`src/rtl/mult_pkg.sv`:
```
// Shared constants for the shift-and-add multiplier: operand width,
// iteration count and the controller state encoding.
package mult_pkg;

    localparam int WIDTH = 4;
    localparam int CNT_W = 2;
    localparam int ITER  = 4;

    localparam logic [1:0] ST_IDLE = 2'b00;
    localparam logic [1:0] ST_RUN  = 2'b01;
    localparam logic [1:0] ST_DONE = 2'b10;

endpackage

```
`src/rtl/adder4_cout.sv`:
```
// 4-bit ripple-carry adder built from gate-level full adders; the final
// carry-out is exposed so the multiplier never loses the ninth bit.
module adder4_cout
    import mult_pkg::*;
(
    input  logic [WIDTH-1:0] a_i,
    input  logic [WIDTH-1:0] b_i,
    input  logic             cin_i,
    output logic [WIDTH-1:0] sum_o,
    output logic             cout_o
);

    logic [WIDTH:0]   carry;
    logic [WIDTH-1:0] half;

    assign carry[0] = cin_i;

    generate
        for (genvar gi = 0; gi < WIDTH; gi++) begin : g_fa
            assign half[gi]      = a_i[gi] ^ b_i[gi];
            assign sum_o[gi]     = half[gi] ^ carry[gi];
            assign carry[gi + 1] = (a_i[gi] & b_i[gi]) | (carry[gi] & half[gi]);
        end
    endgenerate

    assign cout_o = carry[WIDTH];

endmodule

```
`src/rtl/shift_add_mult_ctrl.sv`:
```
// Sequential 4x4 unsigned multiplier: one shift-and-add step per clock
// through a single shared adder, 8-bit product held until the next start.
module shift_add_mult_ctrl
    import mult_pkg::*;
(
    input  logic               clk,
    input  logic               rst_n,
    input  logic               start,
    input  logic [WIDTH-1:0]   a,
    input  logic [WIDTH-1:0]   b,
    output logic               busy,
    output logic               done,
    output logic [2*WIDTH-1:0] product
);

    logic [1:0]         state_q,   state_d;
    logic [WIDTH-1:0]   m_q,       m_d;
    logic [WIDTH-1:0]   acc_q,     acc_d;
    logic [WIDTH-1:0]   q_q,       q_d;
    logic               c_q,       c_d;
    logic [CNT_W-1:0]   cnt_q,     cnt_d;
    logic [2*WIDTH-1:0] product_q, product_d;

    logic [WIDTH-1:0]   addend;
    logic [WIDTH-1:0]   sum;
    logic               sum_cout;

    assign addend = q_q[0] ? m_q : '0;

    adder4_cout u_adder (
        .a_i    (acc_q),
        .b_i    (addend),
        .cin_i  (1'b0),
        .sum_o  (sum),
        .cout_o (sum_cout)
    );

    always_comb begin
        state_d   = state_q;
        m_d       = m_q;
        acc_d     = acc_q;
        q_d       = q_q;
        c_d       = c_q;
        cnt_d     = cnt_q;
        product_d = product_q;
        case (state_q)
            ST_IDLE: begin
                if (start) begin
                    m_d     = a;
                    q_d     = b;
                    acc_d   = '0;
                    c_d     = 1'b0;
                    cnt_d   = '0;
                    state_d = ST_RUN;
                end
            end
            ST_RUN: begin
                // Right shift of {carry, sum, Q}: the carry-out lands in ACC[3].
                {c_d, acc_d, q_d} = {1'b0, sum_cout, sum, q_q[WIDTH-1:1]};
                cnt_d = cnt_q + CNT_W'(1);
                if (cnt_q == CNT_W'(ITER - 1)) begin
                    product_d = {acc_d, q_d};
                    state_d   = ST_DONE;
                end
            end
            ST_DONE: state_d = ST_IDLE;
            default: state_d = ST_IDLE;
        endcase
    end

    always_ff @(posedge clk or negedge rst_n) begin
        if (!rst_n) begin
            state_q   <= ST_IDLE;
            m_q       <= '0;
            acc_q     <= '0;
            q_q       <= '0;
            c_q       <= 1'b0;
            cnt_q     <= '0;
            product_q <= '0;
        end else begin
            state_q   <= state_d;
            m_q       <= m_d;
            acc_q     <= acc_d;
            q_q       <= q_d;
            c_q       <= c_d;
            cnt_q     <= cnt_d;
            product_q <= product_d;
        end
    end

    // C is architecturally visible state but always shifts out as zero.
    logic carry_unused;
    assign carry_unused = c_q;

    assign busy    = (state_q == ST_RUN);
    assign done    = (state_q == ST_DONE);
    assign product = product_q;

endmodule

```
`config.mk`:
```
export PLATFORM = sky130hd
export DESIGN_NAME = shift_add_mult_ctrl
export DESIGN_NICKNAME = d
export VERILOG_FILES = /design/src/rtl/mult_pkg.sv /design/src/rtl/adder4_cout.sv /design/src/rtl/shift_add_mult_ctrl.sv
export SDC_FILE = /design/constraint.sdc
export NUM_CORES = 1
export LEC_CHECK = 0
export BUFFER_PORTS_ARGS = -buffer_cell sky130_fd_sc_hd__buf_2
export CORE_ASPECT_RATIO = 1.25
export CORE_MARGIN = 2
export CORE_UTILIZATION = 23
export CTS_CLUSTER_SIZE = 12
export DETAILED_ROUTE_END_ITERATION = 7
export PLACE_DENSITY = 0.48
export SLEW_MARGIN = 20
export SYNTH_ARGS = -nofsm -noshare
export SYNTH_HDL_FRONTEND = slang
export SYNTH_HIERARCHICAL = 1
export SYNTH_SLANG_ARGS = --single-unit
```
`constraint.sdc`:
```
create_clock -name clk -period 2.3 [get_ports clk]
set_input_delay 0 -clock clk [delete_from_list [all_inputs] [get_ports clk]]
set_output_delay 0 -clock clk [all_outputs]
set_load 0.01 [all_outputs]
```
Word level (Yosys, flattened, before mapping)

Index checks and enable logic that the tools add are counted.
Widths: inputs -> output; s select.

$add $sub $neg: 1
Multipliers: 0
Divide/modulo/power cells: 0
Order comparisons: 0
Eq/ne operators: 5
Shift-type cells: 0
Muxes and demuxes: 10
Bitwise operators: 17
Reduce and logical (&&, ||, !) cells: 6

Operator list:

| cell                | number |
|---|---|
| $pmux 4 s2          | 2 |
| $mux 4              | 3 |
| $pmux 2 s2          | 2 |
| $reduce_and 2->1    | 4 |
| $and 1x1->1         | 7 |
| $xor 1x1->1         | 7 |
| $mux 2              | 3 |
| $eq 2x2->1 const B  | 2 |
| $or 1x1->1          | 3 |
| $add 2x1->2 const B | 1 |
| $eq 2x1->1 const B  | 1 |
| $logic_not 2->1     | 1 |
| $ne 2x1->1 const B  | 1 |
| $ne 2x2->1 const B  | 1 |
| $reduce_bool 2->1   | 1 |

Bits in registers: 24
Bits in latches: 0
Memory bits (writable): 0
ROM bits: 0
Input bits: 11
Memories: 0

Logic depth before layout (Yosys ltp)

Depth after elaboration: 9
Mapped depth: 10

Hierarchy

Netlist, hierarchy kept.

By module, submodules not included:

| module              | instances | cells each | area each (um^2) | sequential area each (um^2) |
|---|---|---|---|---|
| shift_add_mult_ctrl | 1         | 75         | 1028.5           | 600.6 |
| adder4_cout         | 1         | 14         | 117.6            | 0.0 |

Least setup slack after synthesis

No wires, ideal clock.

Kind: register to register
From: register q_q[0]
To: register product_q[6] (netlist: product[6])
Library setup time: 64 ps
Arrival: 2172 ps
Slack: 64 ps
Cell stages (with the launch flop): 11
Buffers on the path: 0
Path through: dfrtp_1 > and2_1 > fa_1 > inv_1 > fa_1 > inv_1 > fa_1 > inv_1 > fa_1 > inv_1 > mux2_4

Longest elaborated chain between the ends: 7

RTL lines:

| item                      | line                      | text |
|---|---|---|
| start, declared           | shift_add_mult_ctrl.sv:19 | `logic [WIDTH-1:0] q_q, q_d;` |
| start signal, assigned    | shift_add_mult_ctrl.sv:84 | `q_q <= q_d;` |
| $mux 4                    | shift_add_mult_ctrl.sv:28 | `assign addend = q_q[0] ? m_q : '0;` |
| net addend[0]             | shift_add_mult_ctrl.sv:24 | `logic [WIDTH-1:0] addend;` |
| $and 1x1->1 (2 in series) | adder4_cout.sv:22         | `assign carry[gi + 1] = (a_i[gi] & b_i[gi]) \| (carry[gi] & half[gi]);` |
| $or 1x1->1                | adder4_cout.sv:22         |  |
| $and 1x1->1               | adder4_cout.sv:22         |  |
| $or 1x1->1                | adder4_cout.sv:22         |  |
| $xor 1x1->1               | adder4_cout.sv:21         | `assign sum_o[gi] = half[gi] ^ carry[gi];` |
| net sum[3]                | shift_add_mult_ctrl.sv:25 | `logic [WIDTH-1:0] sum;` |
| end signal, assigned      | shift_add_mult_ctrl.sv:87 | `product_q <= product_d;` |
| end, declared             | shift_add_mult_ctrl.sv:22 | `logic [2*WIDTH-1:0] product_q, product_d;` |

The timed path passes the listed nets, and every way through them passes these cells.
A chain may end at the register's enable or synchronous reset.

Worst setup path in the final report

Same ends and word-level chain as after synthesis.

==> metrics.csv <==
metric,value,unit
Crit Path Category,reg2reg,
Max Cap Viol,0,
core area,4760,um2
final slew viol count,0,
Num Clock Sinks,24,
share of cells above drive strength 1,38.7,%
sw power,0.747,mW
first-pass GRT wire length,3.82,mm
CTS max path bufs,2,
Detailed Route Iter0 Violations,43,
wire per inst,12.2,um
internal power,1.36,mW
syn_nets,105,
HP Class,in2reg,
Row Count,28,
DR vias,751,
Layout area overhead,27.4,%
synth warn,6,
final hold vios,0,
HPWL after DPL,1.58,mm
Leakage Power,0.704,nW
Final Util,30.6,%
vias in the first global route,807,
routed vias/inst,4.20,
CP Launch Type,flop,
M1 GR Usage,11.7,%
sequential fraction of the synthesis area,52.4,%
Yosys cell types,21,
final period utilization,95.5,%
Power Dens Cells,1450,nW/um2
Global Route met3 Usage,1.22,%
crit path DAT,2.35,ns
port bufs,20,
setup bufs post-CTS,0,
"CTS clk-pin slew, worst paths",0.09,ns
WP data required,2.46,ns
GRT Residual Overflow,0,
Initial Util,24.1,%
GRT busiest layer,met2,
Final Power,2.11,mW
routed wire length,2.18,mm
pin count of the biggest net entering global routing,25,
DRT antenna net count,0,
"EDFF count, synth",0,
die area,5570,um2
slew margin rel.,63.1,%
sw frac,35.4,%
drc violations,0,
CP max FO,2,
actual slew at the worst max-slew pin,0.553,ns
Post-Syn Area,1150,um2
most frequent cells in the layout,"24 x dfrtp_1, 20 x buf_2, 13 x inv_1",
H-tree levels,1,
Clock Latency Late Sink,0.27,ns
initial antenna violation count,0,
Layout Nets,136,
Antenna Cells,0,
RSZ-0062 raised after global routing,false,
chip width,67.1,um
combinational power share,46.0,%
crit end category,flop,
Worst VDD drop,0.579,mV
CTS Buf Count,3,
final setup skew,0.00466,ns
CTS tree,yes,
Synth Area per Inst,12.9,um2
Clock Power Share,17.5,%
placer congestion estimate,0.740,
Final setup viols,0,
Synth async-reset ratio,100,%
Synth Instances,89,
drt pass-1 iters,4,
boundary pin count,21,
root buffer selected by CTS,clkbuf_8,
DIE HEIGHT,82.9,um
sequential share of power,36.5,%
post-layout min period,2.20,ns
met2 Use GR,14.3,%
status,"complete, no violations",
flop and latch count out of synthesis,24,
ys flop type,dfrtp_1,
Max Clock Freq,455,MHz
"most common cell after layout, fill and taps aside",dfrtp_1,
GRT Overall Usage,8.92,%
==> critical path, stage by stage, from the launching register on <==
cell	delay, ns
dfrtp_1	0.35
and2_4	0.14
fa_2	0.18
inv_2	0.04
fa_2	0.31
inv_1	0.07
fa_2	0.18
inv_1	0.04
fa_1	0.47
inv_1	0.05
mux2_4	0.26
==> per-layer routing <==
metal | share of wire (%) | wire length [um] | vias to the layer above
met2 | 46 | 1010 | 19
met4 | 1.6 | 34 | 0
li1 | - | - | 362
met1 | 48 | 1040 | 366
met3 | 4.4 | 96 | 4
met5 | 0 | 0 | -
==> timing repair <==
item	in CTS	in global routing
pin swaps	0	1
setup endpoints to repair	2	3
resized for setup	1	4
hold endpoints to repair	28	0
hold buffers	5	0
cloned	0	0
==> stage by stage <==
stage	setup TNS, ns	area, um2	instances	hold slack [ns]	worst slack (ns)
6_report	0	1460	179	0.0225	0.103
5_1_grt	0	1460	179	0.0356	0.00154
4_1_cts	0	1450	179	0.0181	0.0304
3_5_place_dp	-0.00102	1330	170	0.0242	-0.00102
3_3_place_gp	0	1330	170	0.00880	0.0440
2_1_floorplan	0	1150	89	-0.296	0.0643
==> synthesized netlist by cell type, types with 2 or more instances <==
cell     number  area [um2]
and2_1        4        25.0
a21oi_1       5        25.0
o21ai_0       2        10.0
fa_1          4        80.1
inv_1        14        52.6
nor2_1        3        11.3
mux2_4        8         120
dfrtp_1      24         601
a22o_1        5        43.8
o22ai_1       6        37.5
mux2_2        4        45.0
==> power groups by stage <==
stage	sequential [mW]	combinational [mW]	clock [mW]
after floorplan	0.780	0.683	0
after global placement	0.770	0.948	0
after detailed placement	0.775	0.962	0
after CTS	0.770	0.979	0.385
after global routing	0.795	1.09	0.409
final	0.770	0.973	0.370
==> kinds of logic (layout without fill, tap and decap cells) <==
logic type                 after synthesis  in the layout  synth area share, %
AOI/OAI and AO/OA                       19             19                 10.8
adders and majority gates                5              5                 8.08
buffers and inverters                   15             45                 5.35
DFF                                     24             24                 52.4
muxes                                   12             12                 14.4
other                                    1              1                0.327
and+or+nand+nor                         13             13                 8.62
==> registers in the layout, summed over array words and instances (netlist names) <==
register  cells
product       8
acc_q         4
m_q           4
q_q           4
cnt_q         2
state_q       2
==> area by class of cell <==
cell class	count	area (um2)
Tap cell	60	75.1
Fill cell	516	3300
Multi-Input combinational cell	50	494
Clock buffer	3	41.3
Timing Repair Buffer	26	158
Clock inverter	1	30.0
Inverter	15	61.3
Sequential cell	24	601
==> path summary, 6_finish.rpt <==
path,from,to,cells after the start,slack [ns]
worst max register to register,q_q[0],product[6],10,0.10
worst min register to register,acc_q[3],acc_q[3],1,0.50
worst max-delay path,q_q[0],product[6],10,0.10
min in group asynchronous,rst_n,acc_q[1],2,0.24
max in group asynchronous,rst_n,product[5],2,1.69
worst min-delay path,b[1],q_q[1],3,0.02
Power figures use the tool's default switching activity.
